### config.mk
export PLATFORM = sky130hd
export DESIGN_NAME = prefix_subtractor_pipe
export DESIGN_NICKNAME = d
export VERILOG_FILES = /design/src/rtl/prefix_subtractor_pipe.sv
export SDC_FILE = /design/constraint.sdc
export NUM_CORES = 1
export LEC_CHECK = 0
export ABC_AREA = 1
export BUFFER_PORTS_ARGS = -buffer_cell sky130_fd_sc_hd__buf_2
export CORE_MARGIN = 2
export CORE_UTILIZATION = 55
export CTS_CLUSTER_DIAMETER = 60
export DETAILED_ROUTE_END_ITERATION = 7
export PLACE_DENSITY = 0.78
export SLEW_MARGIN = 20
export SYNTH_ARGS = -nofsm -noshare
export SYNTH_HDL_FRONTEND = slang
export SYNTH_SLANG_ARGS = --single-unit
### constraint.sdc
create_clock -name clk -period 1.35 [get_ports clk]
set_input_delay 0.27 -clock clk [delete_from_list [all_inputs] [get_ports clk]]
set_output_delay 0.27 -clock clk [all_outputs]
set_load 0.01 [all_outputs]
### src/rtl/prefix_subtractor_pipe.sv
`default_nettype none
// ============================================================================
// Module      : prefix_subtractor_pipe
// Description : Pipelined Kogge-Stone subtractor, diff = a - b - bin.
//               Borrow generate/propagate signals are combined by a
//               recursive-doubling network with one register stage per
//               doubling level. Valid/ready handshakes on both sides with a
//               global stall.
// Revision    : 1.0 - initial release
// ============================================================================
module prefix_subtractor_pipe #(
    parameter  int WIDTH  = 8,
    localparam int LEVELS = $clog2(WIDTH)
) (
    input  logic             clk,
    input  logic             rst_n,
    input  logic             in_valid,
    output logic             in_ready,
    input  logic [WIDTH-1:0] a,
    input  logic [WIDTH-1:0] b,
    input  logic             bin,
    output logic             out_valid,
    input  logic             out_ready,
    output logic [WIDTH-1:0] diff,
    output logic             bout
);

    localparam logic [WIDTH-1:0] c_ones = {WIDTH{1'b1}};

    // Stage 0 .. LEVELS state: index 0 is the capture stage, index k holds
    // the result of doubling level k. Propagate is not needed after the last
    // level, so it is only kept up to LEVELS-1.
    logic             r_vld [0:LEVELS];
    logic [WIDTH-1:0] r_g   [0:LEVELS];
    logic [WIDTH-1:0] r_h   [0:LEVELS];
    logic             r_bin [0:LEVELS];
    logic [WIDTH-1:0] r_p   [0:LEVELS-1];

    // Output stage
    logic             r_out_vld;
    logic [WIDTH-1:0] r_diff;
    logic             r_bout;

    logic             w_adv;
    logic [WIDTH-1:0] w_g0;
    logic [WIDTH-1:0] w_p0;
    logic [WIDTH-1:0] w_h0;
    logic [WIDTH-1:0] w_cin;
    logic [WIDTH-1:0] w_diff;

    // Global stall: everything moves only when the output slot can be freed.
    assign w_adv    = ~r_out_vld | out_ready;
    assign in_ready = w_adv;

    // Bit-level borrow terms; bin acts as a generate below bit 0, so it is
    // folded into g_0 through p_0.
    assign w_p0 = ~(a ^ b);
    assign w_h0 = a ^ b;
    assign w_g0 = (~a & b) | {{(WIDTH-1){1'b0}}, w_p0[0] & bin};

    // Borrow into bit i is the group generate of bits [i-1:0]; bit 0 sees bin.
    assign w_cin  = {r_g[LEVELS][WIDTH-2:0], r_bin[LEVELS]};
    assign w_diff = r_h[LEVELS] ^ w_cin;

    // Capture stage plus the doubling levels; data only loads on an accepted
    // beat at the front so stale contents stay defined.
    always_ff @(posedge clk or negedge rst_n) begin
        if (!rst_n) begin
            for (int k = 0; k <= LEVELS; k++) begin
                r_vld[k] <= 1'b0;
                r_g[k]   <= '0;
                r_h[k]   <= '0;
                r_bin[k] <= 1'b0;
            end
            for (int k = 0; k < LEVELS; k++) begin
                r_p[k] <= '0;
            end
        end else if (w_adv) begin
            r_vld[0] <= in_valid;
            if (in_valid) begin
                r_g[0]   <= w_g0;
                r_p[0]   <= w_p0;
                r_h[0]   <= w_h0;
                r_bin[0] <= bin;
            end
            for (int k = 1; k <= LEVELS; k++) begin
                r_vld[k] <= r_vld[k-1];
                r_g[k]   <= r_g[k-1] | (r_p[k-1] & (r_g[k-1] << (1 << (k-1))));
                r_h[k]   <= r_h[k-1];
                r_bin[k] <= r_bin[k-1];
            end
            for (int k = 1; k < LEVELS; k++) begin
                // Low d bits have no partner at distance d and pass through.
                r_p[k] <= r_p[k-1] &
                          ((r_p[k-1] << (1 << (k-1))) | (c_ones >> (WIDTH - (1 << (k-1)))));
            end
        end
    end

    // Output stage: final sum bits and borrow-out, held while stalled.
    always_ff @(posedge clk or negedge rst_n) begin
        if (!rst_n) begin
            r_out_vld <= 1'b0;
            r_diff    <= '0;
            r_bout    <= 1'b0;
        end else if (w_adv) begin
            r_out_vld <= r_vld[LEVELS];
            r_diff    <= w_diff;
            r_bout    <= r_g[LEVELS][WIDTH-1];
        end
    end

    assign out_valid = r_out_vld;
    assign diff      = r_diff;
    assign bout      = r_bout;

endmodule
`default_nettype wire
Word-level counts from Yosys, hierarchy flattened
Cells that the tools add are included.
{"block": "word_totals", "output_inout_bits": 11, "reg_bits": 106, "elab_cells": 40}
{"block": "classes", "n_bitwise": 17, "reduce_logical": 1}
{"operator": "$and 8x8->8", "n": 6}
{"operator": "$or 8x8->8", "n": 3}
{"operator": "$not 8->8", "n": 2}
{"operator": "$xor 8x8->8", "n": 2}
{"operator": "$or 8x1->8", "n": 1}
{"operator": "$reduce_and 2->1", "n": 1}
{"operator": "$and 1x1->1", "n": 1}
{"operator": "$not 1->1", "n": 1}
{"operator": "$or 1x1->1", "n": 1}

Longest topological paths before layout
Gate-level depths: netlist (run 1).
{"block": "depth", "ltp_word": 4, "mapped_depth": 7}

Worst setup path before layout (run 1)
No wires, ideal clock.
{"block": "synth_path", "path_type": "register -> output", "from": "reg r_out_vld, in the netlist out_valid", "to": "out in_ready", "t_required_ps": 1080, "setup_slack_ps": 213, "path_stages_with_launch": 5, "path_buffers": 3, "t_arrival_ps": 867, "cell_sequence": "dfrtp_1 > nand2_2 > buf_6 > buf_6 > buf_6"}
{"block": "synth_between", "elab_chain_cells": 2}
{"item": "start, declared", "line": "40", "text": "logic r_out_vld;"}
{"item": "start signal, assigned", "line": "107", "text": "r_out_vld <= r_vld[LEVELS];"}
{"item": "$not 1->1", "line": "52", "text": "assign w_adv = ~r_out_vld | out_ready;"}
{"item": "$or 1x1->1", "line": "52"}
{"item": "end, declared", "line": "18", "text": "output logic in_ready,"}
No other way between the ends.

Worst setup path in the final report (run 1)
Same ends and word-level chain as after synthesis.

==> results of run 1 <==
-- power by group through the flow --
stage          combinational (mW)  clock [mW]  sequential [mW]
6_report                     2.60        1.88             4.73
5_1_grt                      3.07        2.07             4.87
4_1_cts                      2.63        1.95             4.74
3_5_place_dp                 2.57           0             4.80
3_3_place_gp                 2.47           0             4.76
2_1_floorplan                1.91           0             4.71
-- cells in the final DEF (no fill, tap or decap) --
cell type / netlist / routed
nand2_1: 250 / 250
dfrtp_1: 99 / 99
inv_1: 45 / 45
nand3_1: 34 / 34
buf_2: 11 / 30
o21ai_0: 27 / 27
clkbuf_8: 0 / 10
nand3b_1: 8 / 8
ha_1: 8 / 8
buf_4: 4 / 8
buf_12: 0 / 3
nand2_4: 0 / 2
clkinv_4: 0 / 2
clkinv_2: 0 / 2
bufinv_16: 0 / 1
clkinvlp_4: 0 / 1
dlygate4sd3_1: 0 / 1
buf_6: 6 / 1
-- per-stage QoR --
step | power, mW | hold WS, ns | util (%) | setup WS (ns)
floorplan | 6.62 | -0.0256 | - | 0.213
global placement | 7.23 | 0.288 | 60.8 | 0.119
detailed placement | 7.37 | 0.292 | 60.8 | 0.0298
CTS | 9.31 | 0.148 | 63.9 | 0.0552
global route | 10.0 | 0.157 | 64.0 | 0.0362
finish | 9.21 | 0.165 | 64.0 | 0.0809
-- kinds of logic (layout without fill, tap and decap cells) --
| logic type | Yosys count | in the layout | share of synthesized area, % |
|---|---|---|---|
| buf+inv | 69 | 104 | 7.87 |
| simple gates | 294 | 294 | 27.9 |
| fa+ha+maj | 8 | 8 | 2.37 |
| compound gates | 27 | 27 | 3.20 |
| flops | 99 | 99 | 58.6 |
-- final cells by class --
type / instances / area (sq um)
sequential: 99 / 2480
clock buffer: 10 / 138
tap: 99 / 124
fill: 632 / 2640
inverter: 45 / 169
multi-input combinational: 329 / 1430
timing repair buffer: 43 / 292
clock inverter: 6 / 65.1
-- repair_timing --
action                                  in CTS  in global routing
endpoints found under the setup margin       1                  2
pin swaps                                    1                  0
hold endpoints to repair                    99                  0
setup buffers                                2                  0
cloned                                       0                  0
hold buffers                                 1                  0
resized for setup                            0                  2
-- routing by layer --
| metal | vias up | part of all wire (%) | global-route usage, % |
|---|---|---|---|
| met4 | 0 | 1.4 | 8.08 |
| li1 | 1572 | - | - |
| met3 | 8 | 3.4 | 3.94 |
| met5 | - | 0 | 0 |
| met1 | 1409 | 49 | 26.8 |
| met2 | 55 | 46 | 29.8 |
-- critical path: stages (launching register included) --
cell     delay [ns]
dfrtp_1        0.41
nand2_4        0.09
buf_2          0.14
-- worst paths after layout --
path                            slack (ns)  cells past startpoint                    end
worst min-delay path                  0.16                      3   r_bin[3]$_DFFE_PN0P_
worst max register to register        0.17                      5    r_h[20]$_DFFE_PN0P_
max in group asynchronous             0.50                      3    r_h[21]$_DFFE_PN0P_
worst max-delay path                  0.08                      2               in_ready
worst min register to register        0.47                      2  out_valid$_DFFE_PN0P_
min in group asynchronous             0.43                      3     r_g[0]$_DFFE_PN0P_
-- flip-flops by register name, indices dropped and copies added, names as in the netlist --
name       count
r_g           32
r_h           32
r_p           17
diff           8
r_bin          4
r_vld          4
bout           1
out_valid      1
==> flow_summary.json, run 1 <==
{
  "relSlewSlack_pct": 69.1,
  "final_antenna_net_count": 0,
  "htreeDepth": 3,
  "viasPerCell": 4.82,
  "coreArea_sq_um": 7330,
  "cts.reportedPaths.clkPinSlew_ns": 0.09,
  "die_h_um": 91.7,
  "cts_root_buf": "clkbuf_8",
  "drv_slew": 0,
  "finalSetupTns_ns": 0,
  "critPathKind": "reg2out",
  "cp.arrival_ns": 1.00,
  "cap_violations": 0,
  "drcViolationCount": 0,
  "wl_mm": 7.13,
  "rows": 31,
  "intPower_mw": 6.00,
  "antenna_found_initial": 0,
  "drtPass1Iterations": 5,
  "tightest_slew_ns": 0.464,
  "grtUsageTotal_pct": 19.3,
  "critPathRequiredTime_ns": 1.08,
  "hold_viol": 0,
  "dp_hpwl_mm": 4.88,
  "outcome": "finished, final reports clean",
  "yosys.area.top_type": "dfrtp_1",
  "p_seq_share_pct": 51.4,
  "yosys_warnings": 0,
  "hold_class": "in2reg",
  "synth-seq-cells": 99,
  "powerDensity_nw_per_um2": 1960,
  "drive_gt1_share_pct": 11.3,
  "crit_path_start": "out_valid$_DFFE_PN0P_",
  "worst-path-max-fanout": 3,
  "first_global_vias": 2896,
  "period_minus_slack_ns": 1.27,
  "fmax_mhz": 788,
  "switching_power_mw": 3.21,
  "synthTopCellsByCount": "250 x nand2_1, 99 x dfrtp_1, 45 x inv_1",
  "drt-wirelength-per-cell_um": 11.3,
  "endpoint_kind": "output port",
  "period_share_pct": 94.0,
  "grt_max_degree": 62,
  "placed_cell_area_sq_um": 4450,
  "synth_nets": 526,
  "sw_frac_of_total_pct": 34.8,
  "ys_types": 12,
  "ios": 32,
  "cts.sinks": 99,
  "clk_latency_ns": 0.36,
  "yosysTopAreaCellShare_pct": 58.6,
  "synthTopCellsByArea": "dfrtp_1 59%, nand2_1 22%, nand3_1 4.0%, inv_1 4.0%, o21ai_0 3.2%",
  "vias": 3044,
  "power.leakage_nw": 2.63,
  "fin_skew_ns": 0.00934,
  "synth_flop_cell": "dfrtp_1",
  "portBuffers": 31,
  "r2r-start": "out_valid$_DFFE_PN0P_",
  "cts_tree": "done",
  "synth_edf_count": 0,
  "hp-start": "bin",
  "final_area_sq_um": 4690,
  "rsz0062_at_grt": "no",
  "pwr-share-clk_pct": 20.4,
  "grt_pass1_wl_mm": 12.9,
  "drt-initial-drc-count": 202,
  "cts_buffer_depth": 2,
  "setup_violations": 0,
  "cp-start-kind": "flip-flop",
  "yosysMostFrequentCell": "nand2_1",
  "syn_area_sq_um": 4230,
  "pwr-share-comb_pct": 28.2,
  "overflow": 0,
  "synthArstFlopShare_pct": 100,
  "syn-instance-count": 497,
  "globalplace.congestion": 0.791,
  "syn_to_final_growth_pct": 11.0,
  "synth-seq-area-share_pct": 58.6,
  "avgSynthCellArea_sq_um": 8.50,
  "ir_worst_vdd_uv": 771,
  "cts-buffers-inserted": 9,
  "final_cell_count_no_fill": 631,
  "nets": 556,
  "die_area_sq_um": 8400,
  "initial_core_util_pct": 57.7,
  "die_w_um": 91.7,
  "place_inst": 612,
  "diodes": 0
}
Note: power is estimated with default switching activity, not from simulation.
==> inputs of run 2 (changes only) <==
- RECOVER_POWER: default -> 50
==> run 2 against run 1 <==
Net effect:
- fmax decreased by 0.69%
- clock skew is 0.00054 ns higher
- final area is 0.45% lower
- critical path depth did not move
- hold slack got worse by 0.0067 ns
- sequential share of layout area up 0.24 points
- sequential power is essentially flat
- final cell count did not move
- highest routed layer unchanged
- worst setup slack got worse by 0.0088 ns
- routed wire length increased by 0.38%
==> flow_summary.json, run 2 (same netlist as run 1, synthesis figures left out) <==
{
  "portBuffers": 31,
  "drt-wirelength-per-cell_um": 11.3,
  "die_w_um": 91.7,
  "ir_worst_vdd_uv": 779,
  "cts-buffers-inserted": 9,
  "outcome": "finished, final reports clean",
  "vias": 3047,
  "final_common_cell": "nand2_1",
  "ios": 32,
  "cts_buffer_depth": 2,
  "viasPerCell": 4.83,
  "cp-start-kind": "flip-flop",
  "period_share_pct": 94.7,
  "overflow": 0,
  "final_cell_count_no_fill": 631,
  "nets": 556,
  "setup_violations": 0,
  "hold_class": "in2reg",
  "period_minus_slack_ns": 1.28,
  "cts.reportedPaths.clkPinSlew_ns": 0.09,
  "htreeDepth": 3,
  "diodes": 0,
  "antenna_found_initial": 0,
  "drcViolationCount": 0,
  "coreArea_sq_um": 7330,
  "wl_mm": 7.16,
  "grtUsageTotal_pct": 19.3,
  "globalplace.congestion": 0.791,
  "worst-path-max-fanout": 3,
  "drtPass1Iterations": 4,
  "rows": 31,
  "cap_violations": 0,
  "cts.sinks": 99,
  "rsz0062_at_grt": "no",
  "mostFrequentLayoutCells": "250 x nand2_1, 99 x dfrtp_1, 45 x inv_1, 34 x nand3_1, 30 x buf_2",
  "clk_latency_ns": 0.36,
  "die_h_um": 91.7,
  "rrSetupSlack_ns": 0.17,
  "endpoint_kind": "output port",
  "grt_pass1_wl_mm": 12.9,
  "grt_max_degree": 62,
  "largestRegisters": "r_g: 32 flops, r_h: 32 flops, r_p: 17 flops",
  "final_antenna_net_count": 0,
  "cts_tree": "done",
  "die_area_sq_um": 8400,
  "initial_core_util_pct": 57.7,
  "relSlewSlack_pct": 47.1,
  "hold-worst-slack_ns": 0.158,
  "cts_root_buf": "clkbuf_8",
  "drive_gt1_share_pct": 11.3,
  "dp_hpwl_mm": 4.88,
  "syn_to_final_growth_pct": 10.5,
  "powerDensity_nw_per_um2": 1970,
  "tightest_slew_ns": 0.794,
  "place_inst": 612,
  "finalSetupTns_ns": 0,
  "drv_slew": 0,
  "fmax_mhz": 783,
  "hold_viol": 0,
  "critPathKind": "reg2out",
  "first_global_vias": 2896,
  "fin_skew_ns": 0.00988,
  "cp.arrival_ns": 1.01,
  "drt-initial-drc-count": 199,
  "critPathRequiredTime_ns": 1.08,
  "power.leakage_nw": 2.62
}
==> run 2: worst paths after layout <==
path | from | endpoint | cells after the start
hold / removal | bin | r_bin[3]$_DFFE_PN0P_ | 3
setup reg to reg | out_valid$_DFFE_PN0P_ | diff[1]$_DFFE_PN0P_ | 5
max in group asynchronous | rst_n | r_p[22]$_DFFE_PN0P_ | 3
hold reg to reg | r_vld[0]$_DFFE_PN0P_ | out_valid$_DFFE_PN0P_ | 2
min in group asynchronous | rst_n | diff[1]$_DFFE_PN0P_ | 3
setup / recovery | out_valid$_DFFE_PN0P_ | in_ready | 2
==> run 2: worst max-delay path: stages (launching register included) <==
cell	delay (ns)
dfrtp_1	0.41
nand2_4	0.10
buf_2	0.14
==> run 2: layout make-up <==
type	count	area (sq um)
Clock inverter	6	65.1
Sequential cell	99	2480
Tap cell	99	124
Timing Repair Buffer	43	270
Inverter	45	169
Multi-Input combinational cell	329	1430
Fill cell	634	2660
Clock buffer	10	138
==> run 2: power by group <==
part           total (mW)  switching [mW]  internal, mW
clock                1.89           0.982         0.906
combinational        2.57            1.59         0.976
sequential           4.74           0.641          4.09
==> run 2: what timing repair did <==
action,CTS,global route
hold buffers,1,0
setup endpoints to repair,1,2
endpoints found under the hold margin,99,0
buffers inserted,2,0
resized for setup,0,2
pin swaps,1,0
==> run 2: per-stage QoR <==
step                total power, mW  setup slack, ns  utilization [%]  cell area [sq um]
finish                         9.19           0.0721             63.7               4670
global route                   9.99           0.0281             63.7               4670
CTS                            9.31           0.0552             63.9               4680
detailed placement             7.37           0.0298             60.8               4450
global placement               7.23            0.119             60.8               4450
floorplan                      6.62            0.213                -               4230
==> run 2: per-layer routing <==
| metal | up-vias | share of wire (%) | GRT usage, % |
|---|---|---|---|
| met1 | 1406 | 49 | 26.8 |
| met5 | - | 0 | 0 |
| met2 | 56 | 45 | 29.8 |
| met4 | 0 | 1.8 | 8.08 |
| li1 | 1575 | - | - |
| met3 | 10 | 4.2 | 3.94 |
==> inputs of run 3 (changes only) <==
- PLACE_DENSITY: 0.78 -> default
- PLACE_DENSITY_LB_ADDON: default -> 0.25
==> run 3 against run 2 <==
Net effect:
- via count up 0.46%
- sequential share of layout area rose by 0.057 points
- critical path depth is the same
- worst setup slack worse by 0.0045 ns
- global-route usage grew 1.1 points
==> flow_summary.json, run 3 (same netlist as run 1, synthesis figures left out) <==
{
  "antenna_found_initial": 0,
  "worst-path-max-fanout": 3,
  "portBuffers": 31,
  "endpoint_kind": "output port",
  "rr_endpoint": "r_g[30]$_DFFE_PN0P_",
  "period_minus_slack_ns": 1.28,
  "drv_slew": 0,
  "drt-initial-drc-count": 145,
  "setup_violations": 0,
  "cp.arrival_ns": 1.01,
  "cts-buffers-inserted": 9,
  "fin_skew_ns": 0.00437,
  "worst_r2r_path_depth": 5,
  "cts_buffer_depth": 2,
  "drt-wirelength-per-cell_um": 11.7,
  "rsz0062_at_grt": "no",
  "ir_worst_vdd_uv": 876,
  "final_common_cell": "nand2_1",
  "finalSetupTns_ns": 0,
  "nets": 559,
  "utilization_pct": 63.6,
  "grt_pass1_wl_mm": 13.6,
  "worstHoldPathCells": 3,
  "rrSetupSlack_ns": 0.10,
  "drive_gt1_share_pct": 11.4,
  "wl_mm": 7.45,
  "period_share_pct": 95.0,
  "r2r-start": "out_valid$_DFFE_PN0P_",
  "globalplace.congestion": 0.798,
  "wl_met1_mm": 3.58,
  "hold_class": "in2reg",
  "grtUsageTotal_pct": 20.4,
  "cap_violations": 0,
  "mostFrequentLayoutCells": "250 x nand2_1, 99 x dfrtp_1, 45 x inv_1, 34 x nand3_1, 30 x buf_2",
  "diodes": 0,
  "viasPerCell": 4.83,
  "met2_length_mm": 3.44,
  "power.leakage_nw": 2.62,
  "powerDensity_nw_per_um2": 1970,
  "final_antenna_net_count": 0,
  "cts_resized": 0,
  "hold_viol": 0,
  "cts_root_buf": "clkbuf_8",
  "clk_latency_ns": 0.36,
  "dp_hpwl_mm": 4.97,
  "initial_core_util_pct": 57.7,
  "cts.sinks": 99,
  "critPathKind": "reg2out",
  "cts.reportedPaths.clkPinSlew_ns": 0.09,
  "place_ws_ns": 0.160,
  "coreArea_sq_um": 7330,
  "first_global_vias": 3001,
  "cts_tree": "done",
  "critPathRequiredTime_ns": 1.08,
  "tightest_slew_ns": 0.750,
  "overflow": 0,
  "fmax_mhz": 780,
  "top_layer": "met4",
  "die_w_um": 91.7,
  "ios": 32,
  "htreeDepth": 3,
  "worst_slack_ns": 0.0676,
  "drcViolationCount": 0,
  "die_h_um": 91.7,
  "vias": 3061,
  "grt_max_degree": 62,
  "drtPass1Iterations": 4,
  "hp-start": "bin",
  "relSlewSlack_pct": 50.0,
  "syn_to_final_growth_pct": 10.4,
  "dr_wl_met3_um": 343,
  "min_to": "r_bin[3]$_DFFE_PN0P_",
  "largestRegisters": "r_g: 32 flops, r_h: 32 flops, r_p: 17 flops",
  "die_area_sq_um": 8400,
  "cp-start-kind": "flip-flop",
  "outcome": "finished, final reports clean",
  "rows": 31
}
-- run 3: cell count changes in the layout (fill, tap and decap cells not counted), sizes merged --
cell    change
clkinv      -1
buf         +3
clkbuf      +1
-- run 3: final cells by class --
cell class / instances / area (sq um)
fill: 653 / 2670
timing repair buffer: 46 / 279
sequential: 99 / 2480
tap: 99 / 124
inverter: 45 / 169
multi-input combinational: 329 / 1420
clock buffer: 11 / 141
clock inverter: 5 / 52.6
-- run 3: how the worst max path moves through the flow --
stage                               start                  end  slack, ns
finish              out_valid$_DFFE_PN0P_             in_ready       0.07
global route        out_valid$_DFFE_PN0P_  r_p[19]$_DFFE_PN0P_      0.005
CTS                 out_valid$_DFFE_PN0P_             in_ready       0.05
detailed placement  out_valid$_DFFE_PN0P_  r_h[30]$_DFFE_PN0P_       0.16
global placement                out_ready  r_g[24]$_DFFE_PN0P_       0.19
floorplan           out_valid$_DFFE_PN0P_             in_ready       0.21
-- run 3: per-layer routing --
layer	global-route usage (%)	vias to the layer above
met2	32.4	57
met3	4.19	7
li1	-	1582
met1	28.0	1415
met4	7.20	0
met5	0	-
-- run 3: repair_timing --
action | CTS | global route
setup buffers | 3 | 0
hold buffers | 1 | 0
setup endpoints to repair | 1 | 0
endpoints found under the hold margin | 99 | 0
-- run 3: through the flow --
| stage | power (mW) | std cells | hold slack [ns] | cell area [sq um] |
|---|---|---|---|---|
| finish | 9.21 | 634 | 0.193 | 4660 |
| detailed placement | 7.38 | 614 | 0.263 | 4470 |
| CTS | 9.33 | 634 | 0.171 | 4700 |
| floorplan | 6.62 | 497 | -0.0256 | 4230 |
| global placement | 7.26 | 614 | 0.263 | 4470 |
| global route | 9.98 | 634 | 0.201 | 4660 |
-- run 3: critical path, stage by stage, from the launching register on --
cell	delay (ns)
dfrtp_1	0.41
nand2_4	0.09
buf_2	0.15
-- run 3: report_power, final --
part | total [mW] | internal [mW] | switching, mW
clock | 1.87 | 0.898 | 0.975
sequential | 4.77 | 4.10 | 0.671
combinational | 2.57 | 0.981 | 1.59
